$ cat src/rtl/pipe_stage_reg_pkg.sv
// Shared types and constants for the elastic pipeline-stage registers.
// State encoding doubles as the occupancy count.
package pipe_stage_reg_pkg;

  typedef enum logic [1:0] {
    ST_EMPTY = 2'd0,
    ST_ONE   = 2'd1,
    ST_TWO   = 2'd2
  } stage_state_t;

  // Default bundle widths for each pipeline boundary
  localparam int IFID_CTRL_W  = 1;   // valid-instruction marker
  localparam int IFID_DATA_W  = 64;  // pc, instruction
  localparam int IDEX_CTRL_W  = 4;
  localparam int IDEX_DATA_W  = 79;  // rs1/rs2/rd indices, two operands
  localparam int EXMEM_CTRL_W = 4;
  localparam int EXMEM_DATA_W = 70;  // alu_result, write_data, rd, zero
  localparam int MEMWB_CTRL_W = 2;
  localparam int MEMWB_DATA_W = 69;  // read_data, alu_result, rd

  // Bit offsets inside the control bundle
  localparam int REGWRITE = 0;
  localparam int MEMTOREG = 1;
  localparam int MEMWRITE = 2;
  localparam int MEMREAD  = 3;

  function automatic logic [1:0] occupancy_of(input stage_state_t s);
    return logic'(s == ST_TWO) ? 2'd2 : ((s == ST_ONE) ? 2'd1 : 2'd0);
  endfunction

endpackage

$ cat src/rtl/pipe_stage_reg_sat_counter.sv
// Saturating up-counter with synchronous active-high reset.
// Latency 1 cycle from inc to count; no backpressure.
module pipe_sat_counter #(
  parameter int CNT_W = 16
) (
  input  logic             clk,
  input  logic             reset,
  input  logic             inc,
  output logic [CNT_W-1:0] count
);

  always_ff @(posedge clk) begin
    if (reset) begin
      count <= '0;
    end else if (inc && (count != {CNT_W{1'b1}})) begin
      count <= count + CNT_W'(1);
    end
  end

endmodule

$ cat src/rtl/pipe_stage_reg.sv
// Elastic pipeline-stage register: ctrl/data bundles across valid/ready, optional 2-entry skid.
// Latency 1 cycle; in_ready registered with skid, combinational otherwise; flush kills everything held.
module pipe_stage_reg
  import pipe_stage_reg_pkg::*;
#(
  parameter int CTRL_W  = 4,
  parameter int DATA_W  = 79,
  parameter int SKID_EN = 1,
  parameter int CNT_W   = 16
) (
  input  logic              clk,
  input  logic              reset,
  input  logic              flush,
  input  logic              in_valid,
  output logic              in_ready,
  input  logic [CTRL_W-1:0] in_ctrl,
  input  logic [DATA_W-1:0] in_data,
  output logic              out_valid,
  input  logic              out_ready,
  output logic [CTRL_W-1:0] out_ctrl,
  output logic [DATA_W-1:0] out_data,
  output logic [1:0]        occupancy,
  output logic [CNT_W-1:0]  stall_cnt
);

  stage_state_t      state_q, state_nxt;
  logic              main_vld_q;
  logic              rdy_q;
  logic [CTRL_W-1:0] main_ctrl_q, skid_ctrl_q;
  logic [DATA_W-1:0] main_data_q, skid_data_q;

  logic in_xfer, out_xfer;
  logic ld_main_in, ld_main_skid, ld_skid, clr_main_ctrl, clr_skid;

  assign in_ready = (SKID_EN != 0) ? rdy_q : (!main_vld_q || out_ready);
  assign in_xfer  = in_valid && in_ready;
  assign out_xfer = main_vld_q && out_ready;

  // State register; valid and ready are kept as their own flops so the
  // outputs never pass through decode logic.
  always_ff @(posedge clk) begin
    if (reset) begin
      state_q    <= ST_EMPTY;
      main_vld_q <= 1'b0;
      rdy_q      <= 1'b1;
    end else begin
      state_q    <= state_nxt;
      main_vld_q <= (state_nxt != ST_EMPTY);
      rdy_q      <= (state_nxt != ST_TWO);
    end
  end

  always_comb begin
    state_nxt = state_q;
    if (flush) begin
      state_nxt = ST_EMPTY;
    end else begin
      case (state_q)
        ST_EMPTY: if (in_xfer) state_nxt = ST_ONE;
        ST_ONE: begin
          if (in_xfer && !out_xfer && (SKID_EN != 0)) state_nxt = ST_TWO;
          else if (!in_xfer && out_xfer)              state_nxt = ST_EMPTY;
        end
        ST_TWO:   if (out_xfer) state_nxt = ST_ONE;
        default:  state_nxt = ST_EMPTY;
      endcase
    end
  end

  always_comb begin
    ld_main_in    = 1'b0;
    ld_main_skid  = 1'b0;
    ld_skid       = 1'b0;
    clr_main_ctrl = 1'b0;
    clr_skid      = 1'b0;
    if (flush) begin
      clr_main_ctrl = 1'b1;
      clr_skid      = 1'b1;
    end else begin
      case (state_q)
        ST_EMPTY: ld_main_in = in_xfer;
        ST_ONE: begin
          if (in_xfer && out_xfer)                     ld_main_in    = 1'b1;
          else if (in_xfer && (SKID_EN != 0))          ld_skid       = 1'b1;
          else if (out_xfer)                           clr_main_ctrl = 1'b1;
        end
        ST_TWO: begin
          ld_main_skid = out_xfer;
          clr_skid     = out_xfer;
        end
        default: clr_main_ctrl = 1'b1;
      endcase
    end
  end

  // Data stays put on a bubble; only the control bundle is zeroed so a
  // downstream stage sees a harmless NOP.
  always_ff @(posedge clk) begin
    if (reset) begin
      main_ctrl_q <= '0;
      main_data_q <= '0;
    end else if (ld_main_in) begin
      main_ctrl_q <= in_ctrl;
      main_data_q <= in_data;
    end else if (ld_main_skid) begin
      main_ctrl_q <= skid_ctrl_q;
      main_data_q <= skid_data_q;
    end else if (clr_main_ctrl) begin
      main_ctrl_q <= '0;
    end
  end

  always_ff @(posedge clk) begin
    if (reset || clr_skid) begin
      skid_ctrl_q <= '0;
      skid_data_q <= '0;
    end else if (ld_skid) begin
      skid_ctrl_q <= in_ctrl;
      skid_data_q <= in_data;
    end
  end

  assign out_valid = main_vld_q;
  assign out_ctrl  = main_ctrl_q;
  assign out_data  = main_data_q;
  assign occupancy = occupancy_of(state_q);

  pipe_sat_counter #(.CNT_W(CNT_W)) u_stall_cnt (
    .clk   (clk),
    .reset (reset),
    .inc   (main_vld_q && !out_ready),
    .count (stall_cnt)
  );

endmodule

$ cat config.mk
export PLATFORM = sky130hd
export DESIGN_NAME = pipe_stage_reg
export DESIGN_NICKNAME = d
export VERILOG_FILES = /design/src/rtl/pipe_stage_reg_pkg.sv /design/src/rtl/pipe_stage_reg_sat_counter.sv /design/src/rtl/pipe_stage_reg.sv
export SDC_FILE = /design/constraint.sdc
export NUM_CORES = 1
export LEC_CHECK = 0
export ABC_AREA = 1
export BUFFER_PORTS_ARGS = -buffer_cell sky130_fd_sc_hd__buf_2
export CAP_MARGIN = 20
export CELL_PAD_IN_SITES_DETAIL_PLACEMENT = 1
export CELL_PAD_IN_SITES_GLOBAL_PLACEMENT = 2
export CORE_MARGIN = 3
export CORE_UTILIZATION = 29
export DETAILED_ROUTE_END_ITERATION = 7
export GPL_TIMING_DRIVEN = 0
export PLACE_DENSITY = 0.81
export REMOVE_ABC_BUFFERS = 1
export SLEW_MARGIN = 20
export SYNTH_ARGS = -nofsm -noshare
export SYNTH_HDL_FRONTEND = slang
export SYNTH_SLANG_ARGS = --single-unit
$ cat constraint.sdc
create_clock -name clk -period 1.9 [get_ports clk]
set_input_delay 0 -clock clk [delete_from_list [all_inputs] [get_ports clk]]
set_output_delay 0 -clock clk [all_outputs]
set_load 0.01 [all_outputs]
==> results.md <==
* Total count of hold-check failures in the final report at 0
* Die ar. at 28800 um2
* Leakage power of the design at 4.50 nW
* Number of synthesized register bits at 186
* Setup total negative slack at 0 ns
* Slew of the pin with the lowest slew margin at 0.863 ns
* Count of TritonRoute iterations in the first routing pass at 5
* Share of final-layout standard cells stronger than drive strength 1 at 21.9%
* Biggest fanout along the worst timing path at 48
* Clock tree root driver cell: sky130_fd_sc_hd__clkbuf_16
* Yosys warnings at 0
* Flop pwr share at 47.1%
* Total vias in the final route at 8035
* Initial antenna violation count at 0
* Worst slew margin at 42.3%
* Routed wire per std cell at 17.6 um
* Clock network fraction of design power at 42.1%
* Minimum setup slack among reg-to-reg paths at 0.14 ns
* Setup repair after global routing missed its margin: no
* Launching element type of the critical path: flip-flop
* Largest stage delay, worst path at 0.43 ns
* Core box area at 26200 um2
* Crit path arrival time at 2.08 ns
* Width of the chip at 170 um
* Tmin final at 1.76 ns
* Remaining number of nets flagged by the antenna check after routing at 0
* Post-Syn Instances at 1060
* Clock latency at the later pin of the worst-skew pair at 0.43 ns
* Grt peak-use layer: met2
* Number of clock sinks seen by CTS at 186
* Crit Path Class: reg2reg
* CP max-delay cell: sky130_fd_sc_hd__dfxtp_1
* CTS clock-pin slew for the worst setup and hold paths at 0.08 ns
* Diodes inserted at 0
* Per-instance average area after synthesis at 7.33 um2
* Met3 Track Usage GR at 4.50%
* Effective utilization at floorplan at 29.6%
* Filler cell count in the final layout at 3275
* Leading area contributor after synthesis: sky130_fd_sc_hd__dfxtp_1
* Bufs on Longest Clock Path at 2
* Leading cell types in the layout, fill and taps excluded: 401 x sky130_fd_sc_hd__nand2_1, 189 x sky130_fd_sc_hd__buf_2, 186 x sky130_fd_sc_hd__dfxtp_1
* Switching component of the power at 2.28 mW
* Number of buffer cells added on primary ports at 190
* Maximum number of pins on one net before global-route repair at 57
* Final setup viols at 0
* NumNets Final at 1402
* Highest clock frequency the design can meet at 0.568 GHz
* Count of maximum capacitance violations at 0
* Vertical extent of the die at 170 um
* Area fraction of the dominant cell type after synthesis at 47.9%
* Kind of end point of the critical path: flip-flop
* Num rows at 59
* Cell internal pwr at 6.31 mW
* DRC violation count after routing at 0
* Total overflow reported by the global router at 0
* Sequential cell area fraction in the yosys report at 47.9%
* Global routing usage on met1 at 26.3%
* Result of the run: finished clean
* Final period util at 92.7%
* Area growth syn-to-layout at 38.7%
* Final Slew Violations at 0
* Most frequent standard cell in the layout excluding fill and tap cells: sky130_fd_sc_hd__nand2_1
* Critical path, cell by cell: inv_2, nor2_4, nand3_4, buf_4, buf_16, nand3_1, o211ai_2, nand2_1, inv_1
* Dominant delay contributor by cell family on the critical path: simple AND/OR/NAND/NOR gates
* Total I/O pin count at 191
* Vias in the first global route at 8152
* Cells taking the most area after synthesis: sky130_fd_sc_hd__dfxtp_1 48%, sky130_fd_sc_hd__nand2_1 20%, sky130_fd_sc_hd__nand3_1 7.8%
* Non-filler cells in the finished layout at 1661
* Comb pwr share at 10.8%
* Detailed Route Iter0 Violations at 326
* H-tree level count at 4
* CTS tree: built
* Total design power at 8.60 mW
* Pwr dens at 798 nW/um2
* Sum of net half-perimeters after detailed placement at 16400 um
* Number of buffers added by the clock tree synthesis step at 17
* Largest clock skew in the final design at 0.0120 ns
* Wire length reported by the detailed router at 29300 um
* Data required time of the critical path at 2.22 ns
* Netlist area before placement at 7770 um2
* Post-DR vias/cell at 4.84
* GRT Total Usage at 20.1%
* Peak ir drop on the vdd network at 508 uV
* Final weighted congestion in routability-driven placement at 0.733
* Count of unique library cells instantiated by Yosys at 27
* Switching Share at 26.6%
* Placed Cells at 1522
* Worst min path class: in2reg
* First-pass GRT wire length at 45600 um
* Met2 global-route usage at 34.0%
* Buffer and inverter count on the worst path at 4
path summary, 6_finish.rpt:
kind	cells after the start	startpoint	end
min reg2reg	2	skid_data_q[12]	skid_data_q[12]
max	9	state_q[1]	out_data[35]
max reg2reg	9	state_q[1]	out_data[35]
min	3	reset	out_ctrl[2]
through the flow:
step           worst slack (ns)  cell area (um2)  utilization (%)  hold WS [ns]
6_report                  0.139            10800             41.1        0.0346
5_1_grt                  0.0142            10800             41.1        0.0287
4_1_cts                  0.0250            10600             40.5       0.00831
3_5_place_dp             -0.678             8990             34.3         0.274
3_3_place_gp              -4.89             8700             33.2         0.268
2_1_floorplan             -1.74             7330                -        0.0624
worst reg2reg max path, delay by kind of cell, from the launching register on:
kind	cells	cell delay (ns)
flip-flops	1	0.43
AND/OR/NAND/NOR	4	0.62
AO/OA/AOI/OAI	1	0.08
buffers and inverters	4	0.55
synth_stat cells:
cell type,number
sky130_fd_sc_hd__a211oi_1,6
sky130_fd_sc_hd__a21oi_1,84
sky130_fd_sc_hd__a21oi_2,10
sky130_fd_sc_hd__a31oi_1,50
sky130_fd_sc_hd__buf_1,3
sky130_fd_sc_hd__buf_2,44
sky130_fd_sc_hd__buf_4,5
sky130_fd_sc_hd__buf_6,12
sky130_fd_sc_hd__clkbuf_1,9
sky130_fd_sc_hd__dfxtp_1,186
sky130_fd_sc_hd__ha_1,1
sky130_fd_sc_hd__inv_1,52
sky130_fd_sc_hd__inv_2,6
sky130_fd_sc_hd__nand2_1,404
sky130_fd_sc_hd__nand2_2,2
sky130_fd_sc_hd__nand3_1,121
sky130_fd_sc_hd__nand3_2,2
sky130_fd_sc_hd__nand4_1,6
sky130_fd_sc_hd__nor2_1,32
sky130_fd_sc_hd__nor2_2,8
sky130_fd_sc_hd__nor2_4,2
sky130_fd_sc_hd__o211ai_2,3
sky130_fd_sc_hd__o21ai_0,4
sky130_fd_sc_hd__o21ai_1,1
sky130_fd_sc_hd__o21ai_2,1
sky130_fd_sc_hd__xnor2_1,2
sky130_fd_sc_hd__xor2_1,4
sequential cells by signal (all words and copies together) (netlist names):
register,flops
skid_data_q,79
out_data,79
out_valid,1
out_ctrl,4
skid_ctrl_q,4
u_stall_cnt.count,16
state_q,2
in_ready,1
kinds of logic after synthesis:
logic type	count (synthesis)	synth area share, %
compound gates	159	12.1
xor+xnor	6	0.677
fa+ha+maj	1	0.161
buf+inv	131	8.44
flops	186	47.9
simple gates	577	30.7
power groups by stage:
stage / clock network, mW / logic, mW / registers [mW]
global route: 3.90 / 1.02 / 4.06
finish: 3.62 / 0.928 / 4.05
CTS: 3.74 / 0.907 / 4.05
floorplan: 0 / 0.271 / 4.17
global placement: 0 / 0.676 / 4.14
detailed placement: 0 / 0.714 / 4.14
area by class of cell:
cell class	instances	area (um2)	area share [%]
Sequential cell	186	3720	34.6
Multi-Input combinational cell	747	3490	32.4
Timing Repair Buffer	303	2310	21.4
Clock buffer	20	447	4.15
Tap cell	335	419	3.89
Inverter	58	255	2.37
Clock inverter	12	133	1.23
what timing repair did:
item,in CTS,in global routing
pin swaps,4,5
resized for setup,14,4
hold buffers,86,0
setup buffers,6,7
endpoints found under the setup margin,144,120
hold endpoints to repair,165,0
cloned,6,2
routing by layer:
| layer | part of all wire [%] | up-vias |
|---|---|---|
| li1 | - | 3959 |
| met1 | 47 | 3890 |
| met2 | 47 | 170 |
| met3 | 5.1 | 16 |
| met4 | 0.90 | 0 |
| met5 | 0 | - |
(Power assumes the default switching activity.)
